===== config.mk =====
export PLATFORM = sky130hd
export DESIGN_NAME = board_row_tx
export DESIGN_NICKNAME = d
export VERILOG_FILES = /design/src/rtl/tetris_pkg.sv /design/src/rtl/board_row_mux.sv /design/src/rtl/board_row_tx.sv
export SDC_FILE = /design/constraint.sdc
export NUM_CORES = 1
export LEC_CHECK = 0
export CAP_MARGIN = 30
export CORE_ASPECT_RATIO = 0.5
export CORE_MARGIN = 3
export CORE_UTILIZATION = 44
export DETAILED_ROUTE_END_ITERATION = 10
export GPL_ROUTABILITY_DRIVEN = 0
export GPL_TIMING_DRIVEN = 0
export PLACE_DENSITY_LB_ADDON = 0.12
export SLEW_MARGIN = 15
export SYNTH_ARGS = -nofsm -noshare
export SYNTH_HDL_FRONTEND = slang
export SYNTH_SLANG_ARGS = --single-unit

===== constraint.sdc =====
create_clock -name clka -period 1.79 [get_ports clka]
set_input_delay 0.358 -clock clka [delete_from_list [all_inputs] [get_ports clka]]
set_output_delay 0.358 -clock clka [all_outputs]
set_load 0.05 [all_outputs]

===== src/rtl/tetris_pkg.sv =====
// Shared types and helpers for the Tetris board path: board geometry defaults,
// row-streamer FSM state, row index type and the board-word row slicer.
package tetris_pkg;

  localparam int ROWS_DEF  = 8;
  localparam int COLS_DEF  = 4;
  localparam int ROW_IDX_W = $clog2(ROWS_DEF);

  typedef enum logic [1:0] {
    IDLE = 2'd0,
    SEND = 2'd1,
    DONE = 2'd2
  } state_t;

  typedef logic [ROW_IDX_W-1:0] row_idx_t;

  // Row r occupies bits [r*COLS+COLS-1 : r*COLS]; row ROWS-1 is the top row.
  function automatic logic [COLS_DEF-1:0] row_slice(
    input logic [ROWS_DEF*COLS_DEF-1:0] board,
    input row_idx_t                     idx
  );
    return board[int'(idx)*COLS_DEF +: COLS_DEF];
  endfunction

endpackage


===== src/rtl/board_row_mux.sv =====
// Selects one row of the captured board word for transmission; an errored
// frame forces every cell on. Optional parity output under BOARD_ROW_TX_PARITY_EN.
module board_row_mux
  import tetris_pkg::*;
#(
  parameter int ROWS = ROWS_DEF,
  parameter int COLS = COLS_DEF
) (
  input  logic [ROWS*COLS-1:0] shadow,
  input  row_idx_t             row_idx,
  input  logic                 err_frame,
  input  logic                 en,
  output logic [COLS-1:0]      row_data
`ifdef BOARD_ROW_TX_PARITY_EN
  ,
  output logic                 row_parity
`endif
);

  always_comb begin
    row_data = '0;
    if (en) begin
      if (err_frame) row_data = '1;
      else           row_data = row_slice(shadow, row_idx);
    end
  end

`ifdef BOARD_ROW_TX_PARITY_EN
  // row_data is already zero when idle, so parity follows it to zero.
  assign row_parity = ^row_data;
`endif

endmodule


===== src/rtl/board_row_tx.sv =====
// Snapshots the clear_redraw board word on a frame request and streams it top
// row first over a valid/ready link. Optional row_parity via BOARD_ROW_TX_PARITY_EN.
module board_row_tx
  import tetris_pkg::*;
#(
  parameter int ROWS = ROWS_DEF,
  parameter int COLS = COLS_DEF
) (
  input  logic                 clka,
  input  logic                 restart,
  input  logic [ROWS*COLS-1:0] board_in,
  input  logic                 error_in,
  input  logic                 frame_req,
  output logic                 row_valid,
  input  logic                 row_ready,
  output row_idx_t             row_addr,
  output logic [COLS-1:0]      row_data,
  output logic                 frame_start,
  output logic                 frame_done,
  output logic                 busy,
  output logic                 overrun
`ifdef BOARD_ROW_TX_PARITY_EN
  ,
  output logic                 row_parity
`endif
);

  state_t               state, state_nxt;
  row_idx_t             row_idx;
  logic [ROWS*COLS-1:0] shadow;
  logic                 err_frame;
  logic                 capture;
  logic                 accept;

  always_ff @(posedge clka or negedge restart) begin
    if (!restart) state <= IDLE;
    else          state <= state_nxt;
  end

  always_comb begin
    state_nxt = state;
    capture   = 1'b0;
    accept    = 1'b0;
    case (state)
      IDLE: begin
        capture = frame_req;
        if (frame_req) state_nxt = SEND;
      end
      SEND: begin
        accept = row_ready;
        if (row_ready && (row_idx == '0)) state_nxt = DONE;
      end
      DONE:    state_nxt = IDLE;
      default: state_nxt = IDLE;
    endcase
  end

  // Snapshot and row counter; requests outside IDLE only flag an overrun.
  always_ff @(posedge clka or negedge restart) begin
    if (!restart) begin
      shadow    <= '0;
      err_frame <= 1'b0;
      row_idx   <= '0;
      overrun   <= 1'b0;
    end else begin
      if (capture) begin
        shadow    <= board_in;
        err_frame <= error_in;
        row_idx   <= row_idx_t'(ROWS - 1);
      end else if (accept && (row_idx != '0)) begin
        row_idx <= row_idx - row_idx_t'(1);
      end
      if (frame_req && (state != IDLE)) overrun <= 1'b1;
    end
  end

  assign row_valid   = (state == SEND);
  assign row_addr    = row_valid ? row_idx : '0;
  assign frame_start = row_valid && (row_idx == row_idx_t'(ROWS - 1));
  assign frame_done  = (state == DONE);
  assign busy        = (state != IDLE);

  board_row_mux #(
    .ROWS (ROWS),
    .COLS (COLS)
  ) u_mux (
    .shadow     (shadow),
    .row_idx    (row_idx),
    .err_frame  (err_frame),
    .en         (row_valid),
    .row_data   (row_data)
`ifdef BOARD_ROW_TX_PARITY_EN
    ,
    .row_parity (row_parity)
`endif
  );

endmodule


==> impl_summary.txt, run 1 <==
----------------------------------------------------
[Layout]
  Number of inserted filler cells in the final layout ... 299
  Share of post-route cells with drive strength above 1 ... 0.495
  Number of cells in the finished layout apart from fillers ... 260
  Most common library cell in the layout ignoring fill and taps ... sky130_fd_sc_hd__dfrtp_1
  Number of nets at the end of the flow ... 245
  Number of inserted diodes ... 0
  Combined flip-flop and latch cell area ... 976 µm²
  Multi-input logic area ... 1040 µm²
  Highest-count cells in the layout ignoring fill and taps ... 39 x sky130_fd_sc_hd__dfrtp_1, 35 x sky130_fd_sc_hd__clkdlybuf4s50_1, 32 x sky130_fd_sc_hd__mux2_4
  P&R area growth vs syn ... 44.6%

[Timing]
  Min Hold Slack ... 0.449 ns
  Setup Skew ... 0.00451 ns
  Tcrit/Tclk final ... 1.18
  Final-report hold violation count ... 0
  Transition time of the tightest slew-check pin ... 0.486 ns
  Max Clk Rate ... 0.475 GHz
  Minimum setup slack in the final design ... -0.314 ns
  RSZ-0062 raised after global routing ... yes
  Max-slew violation count ... 0
  Final setup violation count ... 5
  Slew Limit Headroom ... 0.678
  Final min period ... 2.10 ns

[Route]
  Via-to-Cell Ratio ... 5.21
  Post-detailed-route wirelength per cell ... 17.4 µm
  Remaining routing DRC violations ... 0
  Total length of routed met2 wires ... 1970 µm
  Total detailed-routing wirelength ... 4520 µm
  Count of TritonRoute iterations in the first routing pass ... 4
  Highest metal layer with signal wires ... met4
  Sum of routed wire segments on met1 ... 2190 µm
  DRC marker count from the first detailed-route iteration ... 30
  Amount of wire on met3 after detailed routing ... 327 µm
  Vias ... 1355
  Antenna-violating nets left ... 0

[Global route]
  First-pass GRT wire length ... 7290 µm
  Initial antenna violation count ... 0
  Total overflow reported by the global router ... 0
  Number of global-route vias before repair ... 1446
  Overall track demand over capacity in global routing ... 0.181
  Pin count of the biggest net entering global routing ... 32

[Outcome]
  Outcome ... finished with violations
  Violations in the final reports ... negative setup slack

[Setup path]
  Worst reg2reg startpoint ... row_idx[0]
  Crit path launch type ... flip-flop
  Element type at the critical path end ... output pin
  CP required ... 1.43 ns
  Launch point of the critical path ... row_idx[0]
  Maximum net fanout on the critical path ... 7
  Category of the most critical setup path ... flip-flop to output pin
  Critical path arrival ... 1.75 ns

[Floorplan]
  Core region area ... 4140 µm²
  Effective utilization at floorplan ... 0.488
  Die area ... 5500 µm²
  Horizontal extent of the die ... 102 µm
  Site Rows ... 16
  Top Ports ... 49
  Height of the chip ... 54.0 µm

[Clocking]
  Clk sinks ... 39
  TritonCTS clock tree ... done
  Total number of H-tree levels ... 2
  Clk pin slew, worst setup/hold paths ... 0.08 ns
  Clock buffers created by TritonCTS ... 5
  Clock network latency to the later pin of the worst-skew pair ... 0.29 ns
  Buffer cell driving the clock tree root ... sky130_fd_sc_hd__clkbuf_8
  CTS Buffer Depth ... 2

[Placement]
  HPWL Detailed ... 3080 µm
  Number of buffer cells added on primary ports ... 48
  Placed cells ... 244
  Pre-CTS WS ... -0.767 ns

[Power]
  Sw frac ... 0.378
  Switching component of the power ... 2240 µW
  Total power divided by cell area ... 2020 nW/µm²
  Clock share of power ... 0.148
  Share of power burned in registers ... 0.266
  Leakage component of the power ... 0.00127 µW
  Design Power ... 5920 µW
  Max IR drop VDD ... 786 µV
  Portion of total power attributed to combinational logic ... 0.586
  Internal power ... 3680 µW

[Synthesis]
  Cell area after technology mapping ... 2020 µm²
  Biggest area contributors in the synthesized netlist ... sky130_fd_sc_hd__dfrtp_1 48%, sky130_fd_sc_hd__mux2_4 22%, sky130_fd_sc_hd__mux2_2 6.7%
  Syn_nets ... 181
  Gate count after technology mapping ... 141
  Average footprint of a synthesized cell ... 14.3 µm²
  Library cells used by synthesis ... 27
  Fraction of synthesized cell area taken by the top area cell type ... 0.482
  Register bit total from synthesis ... 39
  Library cell occupying the most area in the post-synthesis netlist ... sky130_fd_sc_hd__dfrtp_1
  Total of warnings raised by yosys ... 0
  Sequential area share after synthesis ... 0.482

[Flow run]
  Max capacitance violation total ... 0

[Worst hold path]
  Worst hold-check path type ... input pin to asynchronous set/reset pin

----------------------------------------------------
==> synthesized netlist by cell type <==
library cell,count
sky130_fd_sc_hd__and2b_2,1
sky130_fd_sc_hd__and2_4,1
sky130_fd_sc_hd__nand3b_1,1
sky130_fd_sc_hd__mux2_2,12
sky130_fd_sc_hd__or3_1,2
sky130_fd_sc_hd__nor4b_1,1
sky130_fd_sc_hd__o21ai_0,2
sky130_fd_sc_hd__and3_1,2
sky130_fd_sc_hd__nand3_1,5
sky130_fd_sc_hd__nand2_1,5
sky130_fd_sc_hd__mux2_4,29
sky130_fd_sc_hd__buf_6,2
sky130_fd_sc_hd__or2_2,1
sky130_fd_sc_hd__nor2b_1,2
sky130_fd_sc_hd__buf_2,4
sky130_fd_sc_hd__nor2_2,1
sky130_fd_sc_hd__a21o_1,1
sky130_fd_sc_hd__dfrtp_1,39
sky130_fd_sc_hd__ha_1,3
sky130_fd_sc_hd__nand2b_1,1
sky130_fd_sc_hd__a21oi_1,5
sky130_fd_sc_hd__inv_1,5
sky130_fd_sc_hd__buf_12,3
sky130_fd_sc_hd__mux4_2,4
sky130_fd_sc_hd__nor2_1,3
sky130_fd_sc_hd__o311ai_0,1
sky130_fd_sc_hd__a31oi_1,5
==> layer usage <==
metal  GRT usage  up-vias
met5           0        -
met4      0.0501        0
met3      0.0505        6
met2       0.278       55
met1       0.255      660
li1            -      634
==> metrics by stage <==
step / TNS [ns] / instance area (µm²) / utilization
final: -1.25 / 2930 / 0.706
after floorplan: -0.0970 / 2080 / -
after detailed placement: -4.36 / 2650 / 0.639
after global placement: -27.17 / 2630 / 0.635
after CTS: -1.20 / 2890 / 0.697
after global routing: -1.66 / 2930 / 0.706
==> state kept, by name, indices dropped and copies added (netlist names) <==
| name | flops |
|---|---|
| row_idx | 3 |
| state | 2 |
| overrun | 1 |
| shadow | 32 |
| err_frame | 1 |
==> path summary, 6_finish.rpt <==
check                              end  slack [ns]  cells past startpoint
max in group asynchronous   shadow[28]        0.91                      3
min in group clka              overrun        0.45                      1
max                        row_data[3]       -0.31                      5
max reg2reg                   state[0]       -0.04                      7
min reg2reg                    overrun        0.45                      1
min                         shadow[29]        0.45                      2
==> power groups by stage <==
| stage | sequential, µW | combinational [µW] | clock, µW |
|---|---|---|---|
| 3_3_place_gp | 1550 | 3010 | 0 |
| 3_5_place_dp | 1560 | 3040 | 0 |
| 2_1_floorplan | 1480 | 2350 | 0 |
| 6_report | 1570 | 3470 | 875 |
| 4_1_cts | 1560 | 3350 | 888 |
| 5_1_grt | 1630 | 3650 | 916 |
==> critical path, cell delays in order (launching register included) <==
cell	delay, ns
sky130_fd_sc_hd__dfrtp_1	0.38
sky130_fd_sc_hd__buf_6	0.18
sky130_fd_sc_hd__mux4_2	0.55
sky130_fd_sc_hd__nand2_2	0.10
sky130_fd_sc_hd__a31oi_4	0.08
sky130_fd_sc_hd__buf_6	0.16
==> timing repair <==
item | in CTS | in global routing
hold buffers | 1 | 0
gates cloned | 1 | 0
pin swaps | 5 | 2
gates resized for setup | 77 | 14
buffers inserted | 4 | 2
endpoints found under the hold margin | 8 | 0
setup endpoints to repair | 13 | 12
==> cell families (layout without fill, tap and decap cells) <==
group	after synthesis	in the layout	synth area share
muxes	45	45	0.327
and+or+nand+nor	26	26	0.0717
buffers and inverters	14	79	0.0600
DFF	39	39	0.482
adders and majority gates	3	3	0.0186
AOI/OAI and AO/OA	14	14	0.0408
==> layout make-up <==
class | instances | share of cell area
plain buffers | 9 | 0.0415
repair buffers | 57 | 0.194
clock inverters | 2 | 0.0205
inverters | 5 | 0.00770
flip-flops and latches | 39 | 0.334
well taps | 54 | 0.0231
clock buffers | 6 | 0.0248
multi-input cells | 88 | 0.355
(Power assumes the default switching activity.)
==> inputs of run 2 (changes only) <==
--- a/config.mk
+++ b/config.mk
@@ -6,12 +6,10 @@
 export NUM_CORES = 1
 export LEC_CHECK = 0
 export CAP_MARGIN = 30
-export CORE_ASPECT_RATIO = 0.5
 export CORE_MARGIN = 3
 export CORE_UTILIZATION = 44
 export DETAILED_ROUTE_END_ITERATION = 10
 export GPL_ROUTABILITY_DRIVEN = 0
-export GPL_TIMING_DRIVEN = 0
 export PLACE_DENSITY_LB_ADDON = 0.12
 export SLEW_MARGIN = 15
 export SYNTH_ARGS = -nofsm -noshare
==> impl_summary.txt, run 2 (synthesis gave the netlist of run 1 again) <==
----------------------------------------------------
[Clocking]
  Clk sinks ... 39
  Clock buffers created by TritonCTS ... 5
  Buffer cell driving the clock tree root ... sky130_fd_sc_hd__clkbuf_8
  Clk pin slew, worst setup/hold paths ... 0.08 ns
  Total number of H-tree levels ... 2
  CTS Buffer Depth ... 2
  Clock network latency to the later pin of the worst-skew pair ... 0.29 ns
  TritonCTS clock tree ... done
  Post-CTS setup buffer count ... 0
  Number of buffers inserted by hold repair at cts ... 0

[Timing]
  Transition time of the tightest slew-check pin ... 0.564 ns
  RSZ-0062 raised after global routing ... yes
  Final setup violation count ... 7
  Slew Limit Headroom ... 0.624
  Setup Skew ... 0.00785 ns
  Max-slew violation count ... 0
  Final-report hold violation count ... 0
  Max Clk Rate ... 0.497 GHz
  Tcrit/Tclk final ... 1.12
  Final min period ... 2.01 ns
  Minimum setup slack in the final design ... -0.221 ns

[Placement]
  Instance area after placement ... 2660 µm²
  HPWL Detailed ... 3360 µm
  Placed cells ... 246
  Number of buffer cells added on primary ports ... 48

[Route]
  Post-detailed-route wirelength per cell ... 17.6 µm
  Count of TritonRoute iterations in the first routing pass ... 4
  Remaining routing DRC violations ... 0
  Via-to-Cell Ratio ... 5.15
  Total detailed-routing wirelength ... 4430 µm
  Vias ... 1297
  Antenna-violating nets left ... 0
  DRC marker count from the first detailed-route iteration ... 46

[Floorplan]
  Top Ports ... 49
  Horizontal extent of the die ... 73.8 µm
  Site Rows ... 24
  Core region area ... 4380 µm²
  Effective utilization at floorplan ... 0.461
  Die area ... 5450 µm²
  Height of the chip ... 73.8 µm

[Layout]
  Highest-count cells in the layout ignoring fill and taps ... 39 x sky130_fd_sc_hd__dfrtp_1, 35 x sky130_fd_sc_hd__clkdlybuf4s50_1, 30 x sky130_fd_sc_hd__mux2_4
  Largest register FFs ... 32
  Number of cells in the finished layout apart from fillers ... 252
  Share of post-route cells with drive strength above 1 ... 0.495
  Multi-input logic area ... 1050 µm²
  Core Util, Final ... 0.646
  Most common library cell in the layout ignoring fill and taps ... sky130_fd_sc_hd__dfrtp_1
  Number of nets at the end of the flow ... 241
  Combined flip-flop and latch cell area ... 976 µm²
  P&R area growth vs syn ... 39.9%
  Most flop-heavy register ... shadow
  Regs by FF count ... shadow (32), row_idx (3), state (2)
  Final instance area ... 2830 µm²
  Number of inserted filler cells in the final layout ... 320
  Number of inserted diodes ... 0

[Power]
  Max IR drop VDD ... 875 µV
  Leakage component of the power ... 0.00122 µW
  Total power divided by cell area ... 1960 nW/µm²

[Global route]
  Pin count of the biggest net entering global routing ... 25
  Initial antenna violation count ... 0
  Overall track demand over capacity in global routing ... 0.181
  Number of global-route vias before repair ... 1432
  First-pass GRT wire length ... 7340 µm
  Total overflow reported by the global router ... 0

[Setup path]
  Critical path's most frequent cell ... sky130_fd_sc_hd__buf_6
  CP required ... 1.43 ns
  Max incr delay on CP ... 0.39 ns
  Category of the most critical setup path ... flip-flop to output pin
  Register-to-register path setup slack ... -0.03 ns
  Maximum net fanout on the critical path ... 8
  Crit path launch type ... flip-flop
  Element type at the critical path end ... output pin
  Cells along the critical path ... buf_6, mux2_2, a21oi_4, a31oi_4, buf_6
  Critical path arrival ... 1.65 ns
  CP max-delay cell ... sky130_fd_sc_hd__dfrtp_1

[Worst hold path]
  Worst hold-check path type ... input pin to asynchronous set/reset pin

[Outcome]
  Violations in the final reports ... negative setup slack
  Outcome ... finished with violations

[Flow run]
  Max capacitance violation total ... 0

----------------------------------------------------
run 2: changes by cell type in the layout (fill, tap and decap cells not counted), sizes merged:
cell         before  now
dlygate4sd2       1    0
clkbuf            8    6
dlygate4sd3       1    0
bufinv            2    0
run 2: report_power, final:
group          switching [µW]  leakage, µW  total (µW)  internal [µW]
Sequential                307     0.000457        1620           1310
Clock                     295    0.0000371         555            260
Combinational            1600     0.000729        3380           1780
run 2: final timing paths:
path,from,to,cells after the start
setup / recovery,row_idx[0],row_data[0],5
hold / removal,restart,shadow[18],1
setup reg to reg,row_idx[0],state[0],7
hold reg to reg,overrun,overrun,1
max in group asynchronous,restart,shadow[1],2
min in group clka,overrun,overrun,1
run 2: worst max-delay path, delay by kind of cell, from the launching register on:
family | cells | cell delay (ns)
buffers and inverters | 2 | 0.32
AOI/OAI and AO/OA | 2 | 0.28
muxes | 1 | 0.38
DFF | 1 | 0.39
run 2: metal layers:
layer / part of all wire / global-route usage
met1: 0.45 / 0.242
met2: 0.48 / 0.282
met3: 0.057 / 0.0479
met4: 0.014 / 0.0664
met5: 0 / 0
run 2: what timing repair did:
action,4_1_cts,5_1_grt
endpoints found under the setup margin,7,10
pin swaps,3,0
endpoints found under the hold margin,0,0
resized for setup,22,4
run 2: final cells by class:
| cell class | count | share of cell area |
|---|---|---|
| repair buffers | 62 | 0.227 |
| well taps | 52 | 0.0230 |
| clock buffers | 6 | 0.0256 |
| inverters | 5 | 0.00796 |
| multi-input cells | 88 | 0.371 |
| flip-flops and latches | 39 | 0.345 |
run 2: per-stage QoR:
stage               worst slack (ns)  power [µW]  setup TNS, ns  hold slack (ns)
floorplan                    -0.0970        3830        -0.0970           0.0624
global placement             -0.0166        4630        -0.0232            0.367
detailed placement           -0.0357        4720        -0.0943            0.394
CTS                           -0.226        5550          -1.03           0.0694
global route                  -0.308        5860          -1.66           0.0916
finish                        -0.221        5560         -0.902           0.0531
==> inputs of run 3 (changes only) <==
==> constraint.sdc (replaced) <==
create_clock -name clka -period 1.79 [get_ports clka]
set_input_delay 0.2685 -clock clka [delete_from_list [all_inputs] [get_ports clka]]
set_output_delay 0.2685 -clock clka [all_outputs]
set_load 0.05 [all_outputs]
==> impl_summary.txt, run 3 (synthesis gave the netlist of run 1 again) <==
----------------------------------------------------
[Clocking]
  Buffer cell driving the clock tree root ... sky130_fd_sc_hd__clkbuf_8
  TritonCTS clock tree ... done
  Clock network latency to the later pin of the worst-skew pair ... 0.29 ns
  Total number of H-tree levels ... 2
  Clk sinks ... 39
  Clk pin slew, worst setup/hold paths ... 0.08 ns
  CTS Buffer Depth ... 2
  Clock buffers created by TritonCTS ... 5

[Timing]
  Final min period ... 1.98 ns
  Setup Skew ... 0.0112 ns
  Transition time of the tightest slew-check pin ... 0.505 ns
  Max Clk Rate ... 0.506 GHz
  RSZ-0062 raised after global routing ... yes
  Final setup violation count ... 4
  Minimum setup slack in the final design ... -0.186 ns
  Slew Limit Headroom ... 0.662
  Max-slew violation count ... 0
  Final-report hold violation count ... 0
  Tcrit/Tclk final ... 1.10

[Layout]
  Most flop-heavy register ... shadow
  Core Util, Final ... 0.640
  P&R area growth vs syn ... 38.7%
  Highest-count cells in the layout ignoring fill and taps ... 39 x sky130_fd_sc_hd__dfrtp_1, 36 x sky130_fd_sc_hd__clkdlybuf4s50_1, 29 x sky130_fd_sc_hd__mux2_4
  Largest register FFs ... 32
  Number of inserted diodes ... 0
  Regs by FF count ... shadow (32), row_idx (3), state (2)
  Most common library cell in the layout ignoring fill and taps ... sky130_fd_sc_hd__dfrtp_1
  Number of inserted filler cells in the final layout ... 330
  Number of nets at the end of the flow ... 236
  Share of post-route cells with drive strength above 1 ... 0.472
  Number of cells in the finished layout apart from fillers ... 249

[Floorplan]
  Core region area ... 4380 µm²
  Site Rows ... 24
  Horizontal extent of the die ... 73.8 µm
  Top Ports ... 49
  Die area ... 5450 µm²
  Height of the chip ... 73.8 µm
  Effective utilization at floorplan ... 0.461

[Route]
  Total length of routed met2 wires ... 2060 µm
  Via-to-Cell Ratio ... 5.27
  Total detailed-routing wirelength ... 4410 µm
  Count of TritonRoute iterations in the first routing pass ... 4
  Amount of wire on met3 after detailed routing ... 228 µm
  Highest metal layer with signal wires ... met4
  Antenna-violating nets left ... 0
  Vias ... 1313
  Remaining routing DRC violations ... 0
  DRC marker count from the first detailed-route iteration ... 120
  Sum of routed wire segments on met1 ... 2040 µm
  Post-detailed-route wirelength per cell ... 17.7 µm

[Power]
  Total power divided by cell area ... 1980 nW/µm²
  Leakage component of the power ... 0.00121 µW
  Max IR drop VDD ... 805 µV
  Design Power ... 5550 µW

[Setup path]
  Crit path launch type ... flip-flop
  Maximum net fanout on the critical path ... 14
  Critical path arrival ... 1.71 ns
  Combined buffer and inverter count along the critical path ... 2
  Register-to-register path setup slack ... 0.16 ns
  Worst reg2reg startpoint ... row_idx[1]
  CP required ... 1.52 ns
  CP max-delay cell ... sky130_fd_sc_hd__mux4_2
  Element type at the critical path end ... output pin
  Crit Reg-Reg Endpoint ... state[0]
  Category of the most critical setup path ... flip-flop to output pin
  Max incr delay on CP ... 0.52 ns
  Gate family responsible for the most delay along the worst path ... multiplexers
  R2r worst-path depth ... 6
  Cells along the critical path ... buf_12, mux4_2, nand2_2, a31oi_2, buf_6

[Placement]
  Pre-CTS WS ... -0.110 ns
  Number of buffer cells added on primary ports ... 48
  HPWL Detailed ... 3050 µm
  Placed cells ... 238

[Flow run]
  Max capacitance violation total ... 0

[Outcome]
  Violations in the final reports ... negative setup slack
  Outcome ... finished with violations

[Worst hold path]
  Worst hold-check path type ... input pin to asynchronous set/reset pin

[Global route]
  Initial antenna violation count ... 0
  Pin count of the biggest net entering global routing ... 36
  Overall track demand over capacity in global routing ... 0.174
  Number of global-route vias before repair ... 1450
  First-pass GRT wire length ... 7080 µm
  Total overflow reported by the global router ... 0

----------------------------------------------------
==> run 3: cell count changes in the layout (fill, tap and decap cells not counted), moves of 2 or more <==
cell	before	now
sky130_fd_sc_hd__buf_12	5	7
sky130_fd_sc_hd__buf_4	14	8
sky130_fd_sc_hd__buf_6	6	3
sky130_fd_sc_hd__clkbuf_8	5	7
sky130_fd_sc_hd__nor2_2	1	3
==> run 3: cell type report <==
type                    instances  area (µm²)  area share
flip-flops and latches         39         976       0.348
multi-input cells              89        1040       0.369
repair buffers                 56         609       0.217
well taps                      52        65.1      0.0232
inverters                       5        18.8     0.00669
clock buffers                   8         100      0.0357
==> run 3: how the worst max path moves through the flow <==
stage | from | end | slack, ns | cells past startpoint
final | row_idx[0] | row_data[1] | -0.19 | 5
after global routing | row_idx[0] | row_data[1] | -0.26 | 5
after global placement | frame_req | shadow[7] | -0.05 | 3
after detailed placement | frame_req | shadow[7] | -0.11 | 3
after CTS | row_idx[0] | row_data[1] | -0.20 | 5
after floorplan | row_idx[0] | row_data[1] | -0.007 | 5
==> run 3: per-stage QoR <==
stage	cell area (µm²)	hold slack [ns]	TNS, ns
floorplan	2080	-0.0271	-0.00748
CTS	2770	0.477	-0.757
global route	2810	0.515	-1.00
global placement	2620	0.252	-0.230
detailed placement	2620	0.261	-1.85
finish	2810	0.475	-0.683
==> run 3: where the power goes <==
part	internal (µW)	switching [µW]
registers	1310	285
logic	1730	1580
clock network	352	288
total	3390	2150
==> run 3: metal layers <==
metal,vias to the layer above,GRT usage
met5,-,0
met4,0,0.0503
met3,6,0.0506
met2,41,0.271
met1,651,0.235
li1,615,-
==> run 3: what timing repair did <==
action,4_1_cts,5_1_grt
pin swaps,0,1
endpoints found under the hold margin,18,0
gates resized for setup,13,6
cloned,0,1
setup endpoints to repair,6,13
hold buffers,1,0
buffers inserted,1,0
==> RTL change: new RTL, settings of run 1 <==
Set the package constant `ROWS_DEF` to 16 (it was 8).
--- a/src/rtl/tetris_pkg.sv
+++ b/src/rtl/tetris_pkg.sv
@@ -2,7 +2,7 @@
 // row-streamer FSM state, row index type and the board-word row slicer.
 package tetris_pkg;
 
-  localparam int ROWS_DEF  = 8;
+  localparam int ROWS_DEF  = 16;
   localparam int COLS_DEF  = 4;
   localparam int ROW_IDX_W = $clog2(ROWS_DEF);
 
Interface: changed (resized board_in and row_addr); port bits go from 49 to 82. No check against the original RTL was run, so the function may have changed too.
==> RTL change against run 1 <==
  * The flow still finishes with violations (negative setup slack)
  * Synthesized cell count grew to 2.6 times the old value
  * Combinational power is 45% higher
  * Routed wire length is 110% higher
  * Synthesized area is 67% higher
  * Final area is 72% higher
  * Critical path type unchanged
  * Critical endpoint is now row_data[1]
  * Worst setup slack worse by 0.33 ns
  * Total power is 63% higher
  * Sequential cell count is 33 higher
==> RTL change: results (changes against run 1) <==
| Metric | Value |
|---|---|
| Flop-to-flop setup slack | -0.31 ns (-0.27 ns) |
| Worst r2r dst | row_idx[2] |
| Met1 Use GR | 0.281 (+0.0261) |
| Syn_nets | 445 (+150%) |
| Mux contribution to synthesized area | 0.113 (-0.214) |
| Gate Count Post-Synth | 373 (+160%) |
| Compound-cell area share of the yosys netlist | 0.0318 (-0.00906) |
| Worst skew pair latency | 0.34 ns (+0.05 ns) |
| Synth top cells by count | nand2_1 (206), dfrtp_1 (72), mux2i_1 (12) |
| XOR/XNOR Fraction of Synth Area | 0.00775 (+0.00775) |
| Failing checks | negative setup slack |
| Status | finished, violations left |
| Num CTS Buffers | 9 (+4) |
| Total negative slack | -3.78 ns (-2.53 ns) |
| Synth unique cells | 32 (+19%) |
| First-pass GRT wire length | 14,400 microns (+97%) |
| Initial DRC count | 246 (+720%) |
| Post-layout nets | 560 (+130%) |
| R2R cell count | 10 (+3) |
| Slack of the critical path | -0.647 ns (-0.333 ns) |
| Setup violators final | 10 (+5) |
| Top cells by area, synth | dfrtp_1 (53%), nand2_1 (23%), mux4_2 (4.0%) |
| Post-route non-filler standard cell count | 585 (+130%) |
| Synth Area in Adders | 0.0111 (-0.00747) |
| Root buffer cell | clkbuf_16 |
| Layout cells sized above 1 | 0.201 (-0.294) |
| Routed via count | 2,978 (+120%) |
RTL change: power by group through the flow:
stage                     logic [mW]  clock network, mW  registers [mW]
after global placement          4.05                  0            2.88
after global routing            5.39               1.75            3.05
after floorplan                 3.05                  0            2.77
after CTS                       4.62               1.66            2.94
final                           5.02               1.64            2.97
after detailed placement        4.16                  0            2.94
RTL change: area by class of cell:
type	count	area (sq um)
plain buffers	20	139
clock buffers	13	250
clock inverters	3	17.5
fillers	527	2030
inverters	4	23.8
multi-input cells	276	1660
flip-flops and latches	72	1800
well taps	92	115
repair buffers	105	1030
RTL change: stage by stage:
| step | cell area, sq um | utilization | power, mW | setup WS (ns) |
|---|---|---|---|---|
| 6_report | 5030 | 0.712 | 9.64 | -0.647 |
| 5_1_grt | 5030 | 0.712 | 10.2 | -0.711 |
| 4_1_cts | 4900 | 0.693 | 9.23 | -0.685 |
| 3_5_place_dp | 4430 | 0.627 | 7.10 | -1.01 |
| 3_3_place_gp | 4400 | 0.623 | 6.93 | -1.89 |
| 2_1_floorplan | 3480 | - | 5.82 | -0.141 |
RTL change: worst max path at each step:
stage | start | end | slack, ns | cells past startpoint
floorplan | row_idx[0] | row_data[0] | -0.14 | 6
global placement | restart | shadow[41] | -1.89 | 1
detailed placement | row_idx[1] | row_data[0] | -1.01 | 5
CTS | row_idx[0] | row_data[0] | -0.69 | 6
global route | row_idx[0] | row_data[0] | -0.71 | 6
finish | row_idx[0] | row_data[1] | -0.65 | 6
RTL change: per-layer routing:
layer	wire (microns)	vias to the layer above	share of wire
li1	-	1423	-
met1	4150	1442	0.44
met2	4620	96	0.49
met3	631	17	0.066
met4	115	0	0.012
met5	0	-	0
RTL change: worst max-delay path, cell delays in order (launching register included):
cell      delay (ns)
dfrtp_1         0.36
buf_6           0.15
buf_12          0.14
mux4_2          0.54
a211oi_2        0.30
a21oi_4         0.10
buf_6           0.16
RTL change: kinds of logic (layout without fill, tap and decap cells):
logic type	Yosys count	count (layout)
AO/OA/AOI/OAI	16	16
XOR/XNOR	3	3
multiplexers	24	24
flip-flops	72	72
AND/OR/NAND/NOR	230	230
buffers and inverters	25	145
adder cells (fa/ha/maj)	3	3
RTL change: repair_timing:
item / CTS / global route
resized for setup: 97 / 26
setup endpoints to repair: 17 / 54
hold endpoints to repair: 7 / 0
pin swaps: 9 / 4
hold buffers: 1 / 0
buffers inserted: 16 / 9
gates cloned: 0 / 0
